==> src/rtl/spi_slave.sv <==
// SPI slave for all four CPOL/CPHA modes. SCLK, CS and MOSI are re-timed into
// clk_i; words are exchanged with the host through tx_load_o / rx_valid_o pulses.
module spi_slave #(
    parameter int DATA_WIDTH = 8,
    parameter bit CPOL       = 1'b0,
    parameter bit CPHA       = 1'b0
) (
    input  logic                  clk_i,
    input  logic                  rstn_i,
    input  logic                  sclk_i,
    input  logic                  cs_i,
    input  logic                  mosi_i,
    output logic                  miso_o,
    output logic                  miso_oe_o,
    input  logic [DATA_WIDTH-1:0] tx_data_i,
    output logic                  tx_load_o,
    output logic [DATA_WIDTH-1:0] rx_data_o,
    output logic                  rx_valid_o,
    output logic                  busy_o
);
    localparam int            CW   = $clog2(DATA_WIDTH);
    localparam logic [CW-1:0] LAST = CW'(DATA_WIDTH - 1);

    typedef enum logic {IDLE, ACTIVE} state_t;

    state_t                r_state;
    state_t                w_state_nxt;
    logic                  r_sclk_s1, r_sclk_s2, r_sclk_d;
    logic                  r_cs_s1, r_cs_s2;
    logic                  r_mosi_s1, r_mosi_s2;
    logic [CW-1:0]         r_cnt, w_cnt_nxt;
    logic [DATA_WIDTH-1:0] r_tx_sr, w_tx_sr_nxt;
    logic [DATA_WIDTH-2:0] r_rx_sr, w_rx_sr_nxt;
    logic [DATA_WIDTH-1:0] r_rx_data, w_rx_data_nxt;
    logic                  r_rx_valid, w_rx_valid_nxt;
    logic                  r_miso, w_miso_nxt;
    logic                  r_first, w_first_nxt;
    logic                  w_load;
    logic                  w_rise, w_fall, w_lead, w_trail, w_sample, w_shift;
    logic                  w_reload;
    logic [DATA_WIDTH-1:0] w_rx_word;

    // Pin synchronizers idle at the bus rest levels so reset release is not seen as an edge.
    always_ff @(posedge clk_i or negedge rstn_i) begin
        if (!rstn_i) begin
            r_sclk_s1 <= CPOL;
            r_sclk_s2 <= CPOL;
            r_sclk_d  <= CPOL;
            r_cs_s1   <= 1'b1;
            r_cs_s2   <= 1'b1;
            r_mosi_s1 <= 1'b0;
            r_mosi_s2 <= 1'b0;
        end else begin
            r_sclk_s1 <= sclk_i;
            r_sclk_s2 <= r_sclk_s1;
            r_sclk_d  <= r_sclk_s2;
            r_cs_s1   <= cs_i;
            r_cs_s2   <= r_cs_s1;
            r_mosi_s1 <= mosi_i;
            r_mosi_s2 <= r_mosi_s1;
        end
    end

    assign w_rise    = r_sclk_s2 & ~r_sclk_d;
    assign w_fall    = ~r_sclk_s2 & r_sclk_d;
    assign w_lead    = CPOL ? w_fall : w_rise;
    assign w_trail   = CPOL ? w_rise : w_fall;
    assign w_sample  = CPHA ? w_trail : w_lead;
    assign w_shift   = CPHA ? w_lead : w_trail;
    assign w_rx_word = {r_rx_sr, r_mosi_s2};
    // A shift edge at count 0 starts a new word, except the very first CPHA=1 word,
    // whose data was already captured when CS fell.
    assign w_reload  = (r_cnt == '0) && (!CPHA || !r_first);

    always_ff @(posedge clk_i or negedge rstn_i) begin
        if (!rstn_i) begin
            r_state    <= IDLE;
            r_cnt      <= '0;
            r_tx_sr    <= '0;
            r_rx_sr    <= '0;
            r_rx_data  <= '0;
            r_rx_valid <= 1'b0;
            r_miso     <= 1'b0;
            r_first    <= 1'b0;
        end else begin
            r_state    <= w_state_nxt;
            r_cnt      <= w_cnt_nxt;
            r_tx_sr    <= w_tx_sr_nxt;
            r_rx_sr    <= w_rx_sr_nxt;
            r_rx_data  <= w_rx_data_nxt;
            r_rx_valid <= w_rx_valid_nxt;
            r_miso     <= w_miso_nxt;
            r_first    <= w_first_nxt;
        end
    end

    always_comb begin
        w_state_nxt    = r_state;
        w_cnt_nxt      = r_cnt;
        w_tx_sr_nxt    = r_tx_sr;
        w_rx_sr_nxt    = r_rx_sr;
        w_rx_data_nxt  = r_rx_data;
        w_rx_valid_nxt = 1'b0;
        w_miso_nxt     = r_miso;
        w_first_nxt    = r_first;
        w_load         = 1'b0;
        case (r_state)
            IDLE: begin
                w_miso_nxt = 1'b0;
                if (!r_cs_s2) begin
                    w_state_nxt = ACTIVE;
                    w_cnt_nxt   = '0;
                    w_rx_sr_nxt = '0;
                    w_first_nxt = 1'b1;
                    w_load      = 1'b1;
                    w_tx_sr_nxt = tx_data_i;
                    if (!CPHA) begin
                        w_miso_nxt  = tx_data_i[DATA_WIDTH-1];
                        w_tx_sr_nxt = {tx_data_i[DATA_WIDTH-2:0], 1'b0};
                    end
                end
            end
            ACTIVE: begin
                if (r_cs_s2) begin
                    w_state_nxt = IDLE;
                    w_cnt_nxt   = '0;
                    w_rx_sr_nxt = '0;
                    w_miso_nxt  = 1'b0;
                end else if (w_sample) begin
                    w_rx_sr_nxt = w_rx_word[DATA_WIDTH-2:0];
                    if (r_cnt == LAST) begin
                        w_cnt_nxt      = '0;
                        w_rx_data_nxt  = w_rx_word;
                        w_rx_valid_nxt = 1'b1;
                    end else begin
                        w_cnt_nxt = r_cnt + 1'b1;
                    end
                end else if (w_shift) begin
                    w_first_nxt = 1'b0;
                    if (w_reload) begin
                        w_load      = 1'b1;
                        w_miso_nxt  = tx_data_i[DATA_WIDTH-1];
                        w_tx_sr_nxt = {tx_data_i[DATA_WIDTH-2:0], 1'b0};
                    end else begin
                        w_miso_nxt  = r_tx_sr[DATA_WIDTH-1];
                        w_tx_sr_nxt = {r_tx_sr[DATA_WIDTH-2:0], 1'b0};
                    end
                end
            end
        endcase
    end

    assign miso_o     = r_miso;
    assign miso_oe_o  = (r_state == ACTIVE);
    assign busy_o     = (r_state == ACTIVE);
    assign tx_load_o  = w_load;
    assign rx_data_o  = r_rx_data;
    assign rx_valid_o = r_rx_valid;
endmodule

==> config.mk <==
export PLATFORM = sky130hd
export DESIGN_NAME = spi_slave
export DESIGN_NICKNAME = d
export VERILOG_FILES = /design/src/rtl/spi_slave.sv
export SDC_FILE = /design/constraint.sdc
export NUM_CORES = 1
export LEC_CHECK = 0
export CORE_ASPECT_RATIO = 0.8
export CORE_MARGIN = 2
export CORE_UTILIZATION = 50
export CTS_CLUSTER_DIAMETER = 40
export CTS_CLUSTER_SIZE = 8
export DETAILED_ROUTE_END_ITERATION = 6
export PLACE_DENSITY = 0.77
export RECOVER_POWER = 50
export SLEW_MARGIN = 20
export SYNTH_ARGS = -nofsm -noshare
export SYNTH_HDL_FRONTEND = slang
export SYNTH_SLANG_ARGS = --single-unit
==> constraint.sdc <==
create_clock -name clk_i -period 2.5 [get_ports clk_i]
set_input_delay 0.5 -clock clk_i [delete_from_list [all_inputs] [get_ports clk_i]]
set_output_delay 0.5 -clock clk_i [all_outputs]
set_load 0.02 [all_outputs]
Word level (Yosys, flattened, before mapping)
Cells that the tools add are included.
{ "classes": {"eq_ne": 8, "n_reduce_logical": 5, "n_mux": 31, "bitwise": 6, "add_sub_neg": 1} }
{ "op_table": {"columns": ["op", "count"], "rows": [
  ["8-bit two-way mux", 5],
  ["7-bit two-way mux", 3],
  ["8-bit one-hot mux with 2 select lines", 1],
  ["1-bit two-way mux", 14],
  ["7-bit one-hot mux with 2 select lines", 1],
  ["3-bit two-way mux", 4],
  ["4-bit AND reduction", 2],
  ["2-bit inequality test, second input constant", 3],
  ["3-bit by 1-bit inequality test with 1-bit output, second input constant", 2],
  ["3-bit one-hot mux with 2 select lines", 1],
  ["1-bit inverter", 4],
  ["1-bit one-hot mux with 2 select lines", 2],
  ["2-bit AND reduction", 2],
  ["3-bit by 1-bit adder with 3-bit output, second input constant", 1],
  ["3-bit == test, second input constant", 1],
  ["3-bit zero test", 1],
  ["3-bit inequality test, second input constant", 1],
  ["1-bit AND", 2],
  ["2-bit by 1-bit inequality test with 1-bit output, second input constant", 1]
]} }
{ "totals": {"in_bits": 13, "register_bits": 36} }

Logic depth before layout (Yosys ltp)
Gate-level depths: netlist of the first run.
{ "logic_depth": {"ltp_word": 6, "mapped_depth": 6, "ltp_nobuf": 6} }

Worst setup path before layout of the first run
OpenSTA, ideal clock, no wires.
{ "synth_path": {"path_type": "register -> output", "from": "register r_cnt[0]", "to": "output tx_load_o", "path_buffers": 0, "t_required_ns": 2.000, "t_arrival_ns": 1.277, "setup_slack_ns": 0.723, "path_stages_with_launch": 6, "path_cell_list": "dfrtp_1 > inv_1 > ha_1 > inv_1 > o21ai_2 > and2_1"} }
{ "synth_via": {"elab_chain_len": 6} }
{ "synth_lines": {"columns": ["element", "line", "text"], "rows": [
  ["start: declaration", "31", "logic [CW-1:0] r_cnt, w_cnt_nxt;"],
  ["start signal: assignment", "87", "r_cnt <= w_cnt_nxt;"],
  ["3-bit zero test", "73", "assign w_reload = (r_cnt == '0) && (!CPHA || !r_first);"],
  ["1-bit two-way mux", "140", "if (w_reload) begin"],
  ["1-bit two-way mux", "138", "end else if (w_shift) begin"],
  ["1-bit two-way mux", "129", "end else if (w_sample) begin"],
  ["1-bit two-way mux", "124", "if (r_cs_s2) begin"],
  ["1-bit one-hot mux with 2 select lines", "107", "case (r_state)"],
  ["end: declaration", "16", "output logic tx_load_o,"]
]} }
No other way between the ends.

Worst setup path in the final report of the first run
Ends and elaborated chain as after synthesis.

==> metrics.md, run 1 <==
| Metric | Value |
|---|---|
| Outcome | `completed` |
| Die Y | `~50 um` |
| Area leader, netlist | `dfrtp_1` |
| Remaining DRCs | `0` |
| Yosys warns | `0` |
| Avg Vias per Cell | `between 5 and 6` |
| Final net count | `about 150` |
| Port Buffers | `25` |
| Largest cells by area after synthesis | `dfrtp_1, mux2_2, a22o_1` |
| Post-DP HPWL | `approximately 1600 um` |
| First-pass GRT wire length | `3680 um` |
| Main synth FF type | `dfrtp_1` |
| Cts repair resizes | `0` |
| Synthesized area per cell | `around 14 um2` |
| EDFF count, synth | `0` |
| Initial Util | `between 50% and 60%` |
| Synthesized area | `roughly 1300 um2` |
| CP required | `2.00 ns` |
| Worst Setup SP | `r_cnt[0]` |
| Synth top area share | `61.3%` |
| Total of max-cap violations | `0` |
| Post-synthesis cell count | `98` |
| Reg2reg start | `busy_o` |
| Fill cells | `197` |
| CP peak stage delay | `0.60 ns` |
| Worst Setup Path Type | `flop to output pin` |
| Number of core rows | `16` |
| Total Routing Usage GR | `between 15 and 20%` |
| Vias in the first global route | `roughly 870` |
| Synth-to-Final Area Change | `26.4%` |
| CP delay by family, top | `buffers and inverters` |
| Post-synthesis sequential area ratio | `about two thirds` |
| TritonCTS clock tree | `done` |
| Largest net degree at the start of global routing | `36` |
| FF+latch count, synth | `35` |
| Worst rel slew slack | `45.1%` |
| WP buf/inv | `3` |
| 1st-iter DRT viols | `27` |
| Antenna viol nets, final | `0` |
| RSZ-0062 raised after global routing | `no` |
| Critical Path Fanout Max | `4` |
| PwrDens | `around 570 nW/um2` |
| Cells along the critical path | `inv_1 -> ha_1 -> inv_1 -> o21ai_2 -> and2_1 -> clkdlybuf4s50_1` |
| Crit-path slowest cell | `clkdlybuf4s50_1` |
| Clock Sinks | `35` |
| Post-synth top cells | `dfrtp_1, a22o_1, mux2_2` |
| Maximum VDD drop | `approximately 0.00041 V` |
| Share of layout cells above drive strength 1 | `~17%` |
| Critical path launch point type | `flop` |
| Setup violators final | `0` |
| Async S/R FF share, synth | `100%` |
| Layout Cells excl Fill | `168` |
| RePlAce Congestion | `~0.73` |
| DP Cell Count | `160` |
| Worst skew pair latency | `approximately 0.32 ns` |
| Pleak | `~0.84 nW` |
| CTS Buf Count | `5` |
| Worst hold path type | `flop to flop` |
| Hold-fix buffers, CTS | `0` |
| Most common cell in the synthesized netlist | `dfrtp_1` |
| Via count | `around 850` |
| Fmax achieved | `~430 MHz` |
| Final period util | `a little over nine tenths` |
| TNS Setup | `0 ns` |
| Worst setup EP type | `output pin` |
| Total wire length | `about 2200 um` |
| Grt ovf | `0` |
| Worst-path clk slew | `approximately 0.1 ns` |
| CTS H-tree lvls | `2` |
| Full die area | `3130 um2` |
| Crit-path most repeated cell | `inv_1` |
| Final hold violations | `0` |
| Initial antenna violation count | `0` |
| Buffer count from post-CTS setup fixing | `0` |
| Fin util | `approximately two thirds` |
| Maximum root-to-sink buffer count | `2` |
| I/O pin count | `26` |
| Crit path DAT | `around 1.9 ns` |
| Netlist cell types | `21` |
| Die X | `between 60 and 70 um` |
| TritonRoute pass-1 iters | `4` |
| Clock root cell | `clkbuf_4` |
| Hold path startpoint | `r_cs_s1` |
| Final setup skew | `about 0.0094 ns` |
| Min Hold Slack | `0.369 ns` |
| Max Slew Vio Count | `0` |
| Core box area | `approximately 2500 um2` |
| Drt wl/cell | `approximately 13 um` |
| Post-Syn Nets | `114` |
| Tmin final | `2.35 ns` |
| Worst Max-Slew Pin Slew | `between 0.8 and 0.9 ns` |
| Ant diodes | `0` |
[report_power, final]
part / internal, W / switching [W] / total, W
clock network: 0.000110 / 0.000170 / 0.000280
logic: 0.0000445 / 0.0000457 / 0.0000902
registers: 0.000592 / 0.0000156 / 0.000608
total: 0.000746 / 0.000232 / 0.000978
[flip-flops by register name, indices dropped and copies added (netlist names)]
signal	flops
r_sclk_s1	1
r_tx_sr	7
rx_valid_o	1
r_sclk_d	1
r_mosi_s1	1
miso_o	1
busy_o	1
r_cs_s1	1
r_rx_sr	7
r_sclk_s2	1
r_cnt	3
rx_data_o	8
r_cs_s2	1
r_mosi_s2	1
[per-layer routing]
metal / global-route usage, % / vias up / share of wire [%]
met5: 0 / - / 0
met2: 24.5 / 14 / 47
met4: 6.38 / 0 / 0.68
li1: - / 407 / -
met3: 6.19 / 2 / 3.2
met1: 22.2 / 426 / 49
[cell usage in the layout, fill, tap and decap left out, types with 2 or more instances in the layout]
| cell type | synthesis | final |
|---|---|---|
| a21oi_1 | 7 | 7 |
| a22o_1 | 10 | 10 |
| buf_4 | 1 | 3 |
| clkbuf_1 | 0 | 2 |
| clkbuf_4 | 0 | 5 |
| clkdlybuf4s50_1 | 0 | 21 |
| dfrtp_1 | 33 | 33 |
| dlygate4sd3_1 | 0 | 4 |
| ha_1 | 3 | 3 |
| inv_1 | 7 | 7 |
| mux2_2 | 9 | 9 |
| mux2i_1 | 6 | 6 |
| nor2_1 | 7 | 7 |
| o21ai_0 | 2 | 2 |
[through the flow]
step	setup WS (ns)	area, um2	power (W)
detailed placement	0.485	1650	0.000713
finish	0.151	1700	0.000978
global route	0.0220	1700	0.00103
CTS	0.113	1700	0.000994
floorplan	0.723	1350	0.000661
global placement	0.523	1650	0.000707
[path summary, 6_finish.rpt]
| check | endpoint | slack, ns | cells past startpoint |
|---|---|---|---|
| worst max-delay path | tx_load_o | 0.15 | 6 |
| worst min-delay path | r_cs_s2 | 0.37 | 0 |
| worst max register to register | rx_data_o[1] | 0.83 | 5 |
| worst min register to register | r_cs_s2 | 0.37 | 0 |
| max in group asynchronous | r_rx_sr[5] | 1.19 | 2 |
| min in group asynchronous | r_sclk_s2 | 0.79 | 2 |
[final cells by class]
cell class | instances | area [um2] | area share [%]
multi-input cells | 53 | 424 | 24.9
flip-flops and latches | 35 | 878 | 51.6
clock buffers | 7 | 45.0 | 2.65
repair buffers | 29 | 278 | 16.3
well taps | 36 | 45.0 | 2.65
clock inverters | 1 | 5.00 | 0.294
inverters | 7 | 26.3 | 1.54
[logic make-up (layout without fill, tap and decap cells)]
kind of cell	count (synthesis)	after routing	synth area share, %
flip-flops	35	35	65.2
AO/OA/AOI/OAI	22	22	11.6
multiplexers	15	15	12.0
AND/OR/NAND/NOR	13	13	5.11
buffers and inverters	10	44	3.25
adder cells (fa/ha/maj)	3	3	2.79
[worst register-to-register path, delay by kind of cell (launching register included)]
family | cells | cell delay (ns)
simple gates | 3 | 0.59
mux | 1 | 0.31
buf+inv | 1 | 0.20
flops | 1 | 0.45
(Power assumes the default switching activity.)
==> run 2, diff against run 1 <==
--- a/config.mk
+++ b/config.mk
@@ -8,6 +8,7 @@
 export CORE_ASPECT_RATIO = 0.8
 export CORE_MARGIN = 2
 export CORE_UTILIZATION = 50
+export CTS_BUF_LIST = sky130_fd_sc_hd__clkbuf_2 sky130_fd_sc_hd__clkbuf_4 sky130_fd_sc_hd__clkbuf_8
 export CTS_CLUSTER_DIAMETER = 40
 export CTS_CLUSTER_SIZE = 8
 export DETAILED_ROUTE_END_ITERATION = 6
==> run 2 against run 1 <==
Sequential share of layout area is 0.23 points lower. Largest cell class unchanged. First-iteration DRC count is 3.7% higher. Largest power group unchanged. Clock power is 7.9% higher. Via count is 0.59% lower. Setup slack worse by 0.00084 ns. Sequential power hardly changed. Clock-buffer cell count stayed put. Global-route usage stayed put. Non-clock buffer count stayed put. Die area stayed put.
==> metrics.md, run 2 (synthesis results as in run 1) <==
| Metric | Value |
|---|---|
| RSZ-0062 raised after global routing | `no` |
| Final setup skew | `approximately 0.009 ns` |
| Final period util | `a little over nine tenths` |
| Crit path DAT | `roughly 1.9 ns` |
| Initial Util | `between 50% and 60%` |
| Crit-path most repeated cell | `inv_1` |
| TritonRoute pass-1 iters | `4` |
| First-pass GRT wire length | `between 3000 and 4000 um` |
| Maximum VDD drop | `between 0.0004 and 0.0005 V` |
| 1st-iter DRT viols | `28` |
| Remaining DRCs | `0` |
| Port Buffers | `25` |
| Vias in the first global route | `just under 900` |
| Core box area | `between 2000 and 3000 um2` |
| TritonCTS clock tree | `done` |
| Worst hold path type | `flop to flop` |
| Full die area | `between 3000 and 4000 um2` |
| Fmax achieved | `426 MHz` |
| Critical path launch point type | `flop` |
| CTS Buf Count | `5` |
| Seq. cell area | `about 880 um2` |
| Buffer count from post-CTS setup fixing | `0` |
| Setup ws final | `0.151 ns` |
| TNS Setup | `0 ns` |
| Largest net degree at the start of global routing | `36` |
| CP peak stage delay | `roughly 0.6 ns` |
| Drt wl/cell | `roughly 13 um` |
| Total of max-cap violations | `0` |
| Commonest non-fill, non-tap cell in the layout | `dfrtp_1` |
| CTS H-tree lvls | `2` |
| Worst Max-Slew Pin Slew | `~0.82 ns` |
| Final hold violations | `0` |
| Flip-flop count of the largest register after layout | `8` |
| Number of core rows | `16` |
| Worst skew pair latency | `0.32 ns` |
| Clock Sinks | `35` |
| Worst setup EP type | `output pin` |
| Crit-path slowest cell | `clkdlybuf4s50_1` |
| Maximum root-to-sink buffer count | `2` |
| Tmin final | `between 2 and 2.5 ns` |
| Grt ovf | `0` |
| Share of layout cells above drive strength 1 | `18.9%` |
| Clock root cell | `clkbuf_4` |
| Via count | `844` |
| Total wire length | `roughly 2200 um` |
| I/O pin count | `26` |
| Multi-input logic area | `around 420 um2` |
| Worst Setup Path Type | `flop to output pin` |
| Fill cells | `roughly 200` |
| Max Slew Vio Count | `0` |
| Setup violators final | `0` |
| Die X | `around 62 um` |
| Cts repair resizes | `0` |
| Total Routing Usage GR | `around 17%` |
| PwrDens | `585 nW/um2` |
| Worst-path clk slew | `approximately 0.1 ns` |
| CP required | `approximately 2 ns` |
| Commonest cells after routing, fill and taps aside | `dfrtp_1, clkdlybuf4s50_1, a22o_1` |
| Worst rel slew slack | `a little under half` |
| Antenna viol nets, final | `0` |
| Critical Path Fanout Max | `4` |
| Hold-fix buffers, CTS | `0` |
| Ant diodes | `0` |
| Cells along the critical path | `inv_1 -> ha_1 -> inv_1 -> o21ai_2 -> and2_1 -> clkdlybuf4s50_1` |
| Dpl ws | `0.485 ns` |
| Post-DP HPWL | `1570 um` |
| Synth-to-Final Area Change | `27.0%` |
| Final net count | `147` |
| Die Y | `~50 um` |
| RePlAce Congestion | `between 0.7 and 0.8` |
| Pleak | `about 0.84 nW` |
| Initial antenna violation count | `0` |
| Avg Vias per Cell | `between 5 and 6` |
| Outcome | `completed` |
## run 2: changes by cell type in the layout (fill, tap and decap cells not counted)
cell,previous run,this run
clkbuf_4,5,7
clkbuf_1,2,0
## run 2: cell type report
type | instances | share of cell area [%]
Timing Repair Buffer | 29 | 16.3
Sequential cell | 35 | 51.4
Tap cell | 36 | 2.64
Clock buffer | 7 | 3.07
Clock inverter | 1 | 0.293
Multi-Input combinational cell | 53 | 24.8
Inverter | 7 | 1.54
## run 2: final timing paths
check	startpoint	slack, ns	cells past startpoint	to
worst max-delay path	r_cnt[0]	0.15	6	tx_load_o
worst min-delay path	r_cs_s1	0.37	0	r_cs_s2
worst max register to register	r_cs_s2	0.83	5	rx_data_o[1]
worst min register to register	r_cs_s1	0.37	0	r_cs_s2
max in group asynchronous	rstn_i	1.19	2	rx_valid_o
min in group asynchronous	rstn_i	0.79	2	r_mosi_s1
## run 2: per-layer routing
layer  vias up  GRT usage, %  part of all wire (%)
met5         -             0                     0
met4         0          6.38                  0.68
met3         2          6.19                   3.7
met2        16          24.5                    47
met1       419          22.2                    48
li1        407             -                     -
## run 2: critical path: cells and delay by family, from the launching register on
family	cells	cell delay, ns
AO/OA/AOI/OAI	1	0.13
adder cells (fa/ha/maj)	1	0.14
flip-flops	1	0.42
buffers and inverters	3	0.71
AND/OR/NAND/NOR	1	0.14
## run 2: stage by stage
step	hold WS [ns]	util, %	total power [W]	cells	area [um2]
6_report	0.369	68.3	0.00100	168	1710
5_1_grt	0.376	68.3	0.00105	168	1710
4_1_cts	0.365	68.4	0.00102	168	1710
3_5_place_dp	0.350	66.1	0.000713	160	1650
3_3_place_gp	0.336	66.1	0.000707	160	1650
2_1_floorplan	0.204	-	0.000661	98	1350
## run 2: where the power goes
group	total [W]	internal (W)	switching [W]
combinational	0.0000902	0.0000445	0.0000457
sequential	0.000608	0.000592	0.0000155
clock	0.000302	0.000131	0.000171
total	0.00100	0.000768	0.000232
==> run 3, diff against run 2 <==
--- a/config.mk
+++ b/config.mk
@@ -6,7 +6,6 @@
 export NUM_CORES = 1
 export LEC_CHECK = 0
 export CORE_ASPECT_RATIO = 0.8
-export CORE_MARGIN = 2
 export CORE_UTILIZATION = 50
 export CTS_BUF_LIST = sky130_fd_sc_hd__clkbuf_2 sky130_fd_sc_hd__clkbuf_4 sky130_fd_sc_hd__clkbuf_8
 export CTS_CLUSTER_DIAMETER = 40
==> run 3 against run 2 <==
Via count increased by 2.3%. First-iteration DRC count decreased by 3.6%. Flip-flop and latch count unchanged. Largest cell class unchanged. Setup slack improved by 0.0078 ns. Power increased by 4.9%.
==> metrics.md, run 3 (synthesis results as in run 1) <==
| Metric | Value |
|---|---|
| Commonest cells after routing, fill and taps aside | `dfrtp_1, clkdlybuf4s50_1, a22o_1` |
| Fin area | `about 1700 um2` |
| Depth of the worst hold-timing path | `0` |
| RSZ-0062 raised after global routing | `no` |
| Worst rel slew slack | `44.3%` |
| Sw frac | `between 20% and 30%` |
| Port Buffers | `25` |
| Antenna viol nets, final | `0` |
| Drt wl/cell | `approximately 14 um` |
| Clock root cell | `clkbuf_4` |
| Buffer count from post-CTS setup fixing | `0` |
| Maximum VDD drop | `slightly above 0.0004 V` |
| Seq. cell area | `roughly 900 um2` |
| Crit path DAT | `1.84 ns` |
| Worst Max-Slew Pin Slew | `0.835 ns` |
| CTS Buf Count | `5` |
| Final hold violations | `0` |
| Setup violators final | `0` |
| Dpl ws | `0.498 ns` |
| P_int | `0.000813 W` |
| Setup ws final | `around 0.16 ns` |
| Worst hold path type | `flop to flop` |
| Total of max-cap violations | `0` |
| Clock Sinks | `35` |
| Seq pwr share | `between 50% and 60%` |
| Logic pwr share | `about 8.6%` |
| Multi-input logic area | `~420 um2` |
| Clock network fraction of design power | `~34%` |
| Avg Vias per Cell | `5.14` |
| DP Cell Count | `160` |
| Ant diodes | `0` |
| Critical path launch point type | `flop` |
| Fin util | `68.9%` |
| Synth-to-Final Area Change | `28.1%` |
| Outcome | `completed` |
| Maximum root-to-sink buffer count | `2` |
| Max Slew Vio Count | `0` |
| Worst skew pair latency | `roughly 0.33 ns` |
| Fmax achieved | `427 MHz` |
| PwrDens | `between 600 and 700 nW/um2` |
| Final period util | `between 90% and 100%` |
| Psw | `between 0.0002 and 0.00025 W` |
| Cts repair resizes | `0` |
| First-pass GRT wire length | `between 4000 and 5000 um` |
| Vias in the first global route | `between 800 and 900` |
| Full die area | `between 2000 and 3000 um2` |
| Share of layout cells above drive strength 1 | `roughly a fifth` |
| Die Y | `between 40 and 50 um` |
| Cells on worst reg2reg path | `5` |
| Pleak | `0.848 nW` |
| TritonRoute pass-1 iters | `4` |
| Number of core rows | `16` |
| Die X | `~60 um` |
| Worst setup EP type | `output pin` |
| RePlAce Congestion | `between 0.7 and 0.8` |
| CP required | `approximately 2.0 ns` |
| Worst-path clk slew | `~0.11 ns` |
| TNS Setup | `0 ns` |
| Flip-flop count of the largest register after layout | `8` |
| Total wire length | `2350 um` |
| Hold-fix buffers, CTS | `0` |
| Grt ovf | `0` |
| Post-DP HPWL | `~1600 um` |
| CTS H-tree lvls | `2` |
| 1st-iter DRT viols | `27` |
| TritonCTS clock tree | `done` |
| Initial Util | `a little over half` |
| Final net count | `approximately 150` |
| Remaining DRCs | `0` |
| Commonest non-fill, non-tap cell in the layout | `dfrtp_1` |
| Critical Path Fanout Max | `4` |
| Total Routing Usage GR | `about 20%` |
| Placed Area | `1650 um2` |
| Fill cells | `199` |
| Layout Cells excl Fill | `168` |
| Via count | `863` |
| Worst Setup Path Type | `flop to output pin` |
| I/O pin count | `26` |
| Largest net degree at the start of global routing | `36` |
| Core box area | `approximately 2500 um2` |
| Final setup skew | `0.0121 ns` |
| Initial antenna violation count | `0` |
| Tmin final | `approximately 2.3 ns` |
-- run 3: cell count changes in the layout (fill, tap and decap cells not counted), sizes merged --
cell / before / now
clkbuf: 8 / 9
clkinv: 1 / 0
-- run 3: worst paths after layout --
kind	from	end	slack [ns]
setup reg to reg	busy_o	rx_data_o[4]	0.85
hold / removal	r_mosi_s1	r_mosi_s2	0.36
hold reg to reg	r_mosi_s1	r_mosi_s2	0.36
max in group asynchronous	rstn_i	r_tx_sr[2]	1.18
setup / recovery	r_cnt[0]	tx_load_o	0.16
min in group asynchronous	rstn_i	rx_data_o[2]	0.78
-- run 3: worst max-delay path: stages, from the launching register on --
cell and delay [ns]:
dfrtp_1 0.42, inv_1 0.07, ha_1 0.13, inv_1 0.04, o21ai_2 0.13, and2_1 0.14
clkdlybuf4s50_1 0.59
-- run 3: area by class of cell --
cell class / instances / share of cell area, %
clock buffer: 8 / 4.21
inverter: 7 / 1.52
tap: 36 / 2.61
timing repair buffer: 29 / 16.1
sequential: 35 / 50.9
multi-input combinational: 53 / 24.6
-- run 3: power by group through the flow --
| stage | Clock (W) | Combinational, W | Sequential (W) |
|---|---|---|---|
| final | 0.000351 | 0.0000902 | 0.000608 |
| after global routing | 0.000391 | 0.000103 | 0.000611 |
| after CTS | 0.000367 | 0.0000936 | 0.000608 |
| after detailed placement | 0 | 0.0000932 | 0.000619 |
| after global placement | 0 | 0.0000898 | 0.000617 |
| after floorplan | 0 | 0.0000434 | 0.000617 |
-- run 3: layer usage --
metal,up-vias,wire length [um],GRT usage (%)
li1,410,-,-
met1,434,1120,26.8
met2,14,1130,30.4
met3,5,70,5.61
met4,0,38,9.30
met5,-,0,0
-- run 3: stage by stage --
| stage | hold WS (ns) | total power (W) |
|---|---|---|
| after global routing | 0.375 | 0.00111 |
| after CTS | 0.367 | 0.00107 |
| final | 0.357 | 0.00105 |
| after floorplan | 0.204 | 0.000661 |
| after detailed placement | 0.347 | 0.000713 |
| after global placement | 0.338 | 0.000707 |
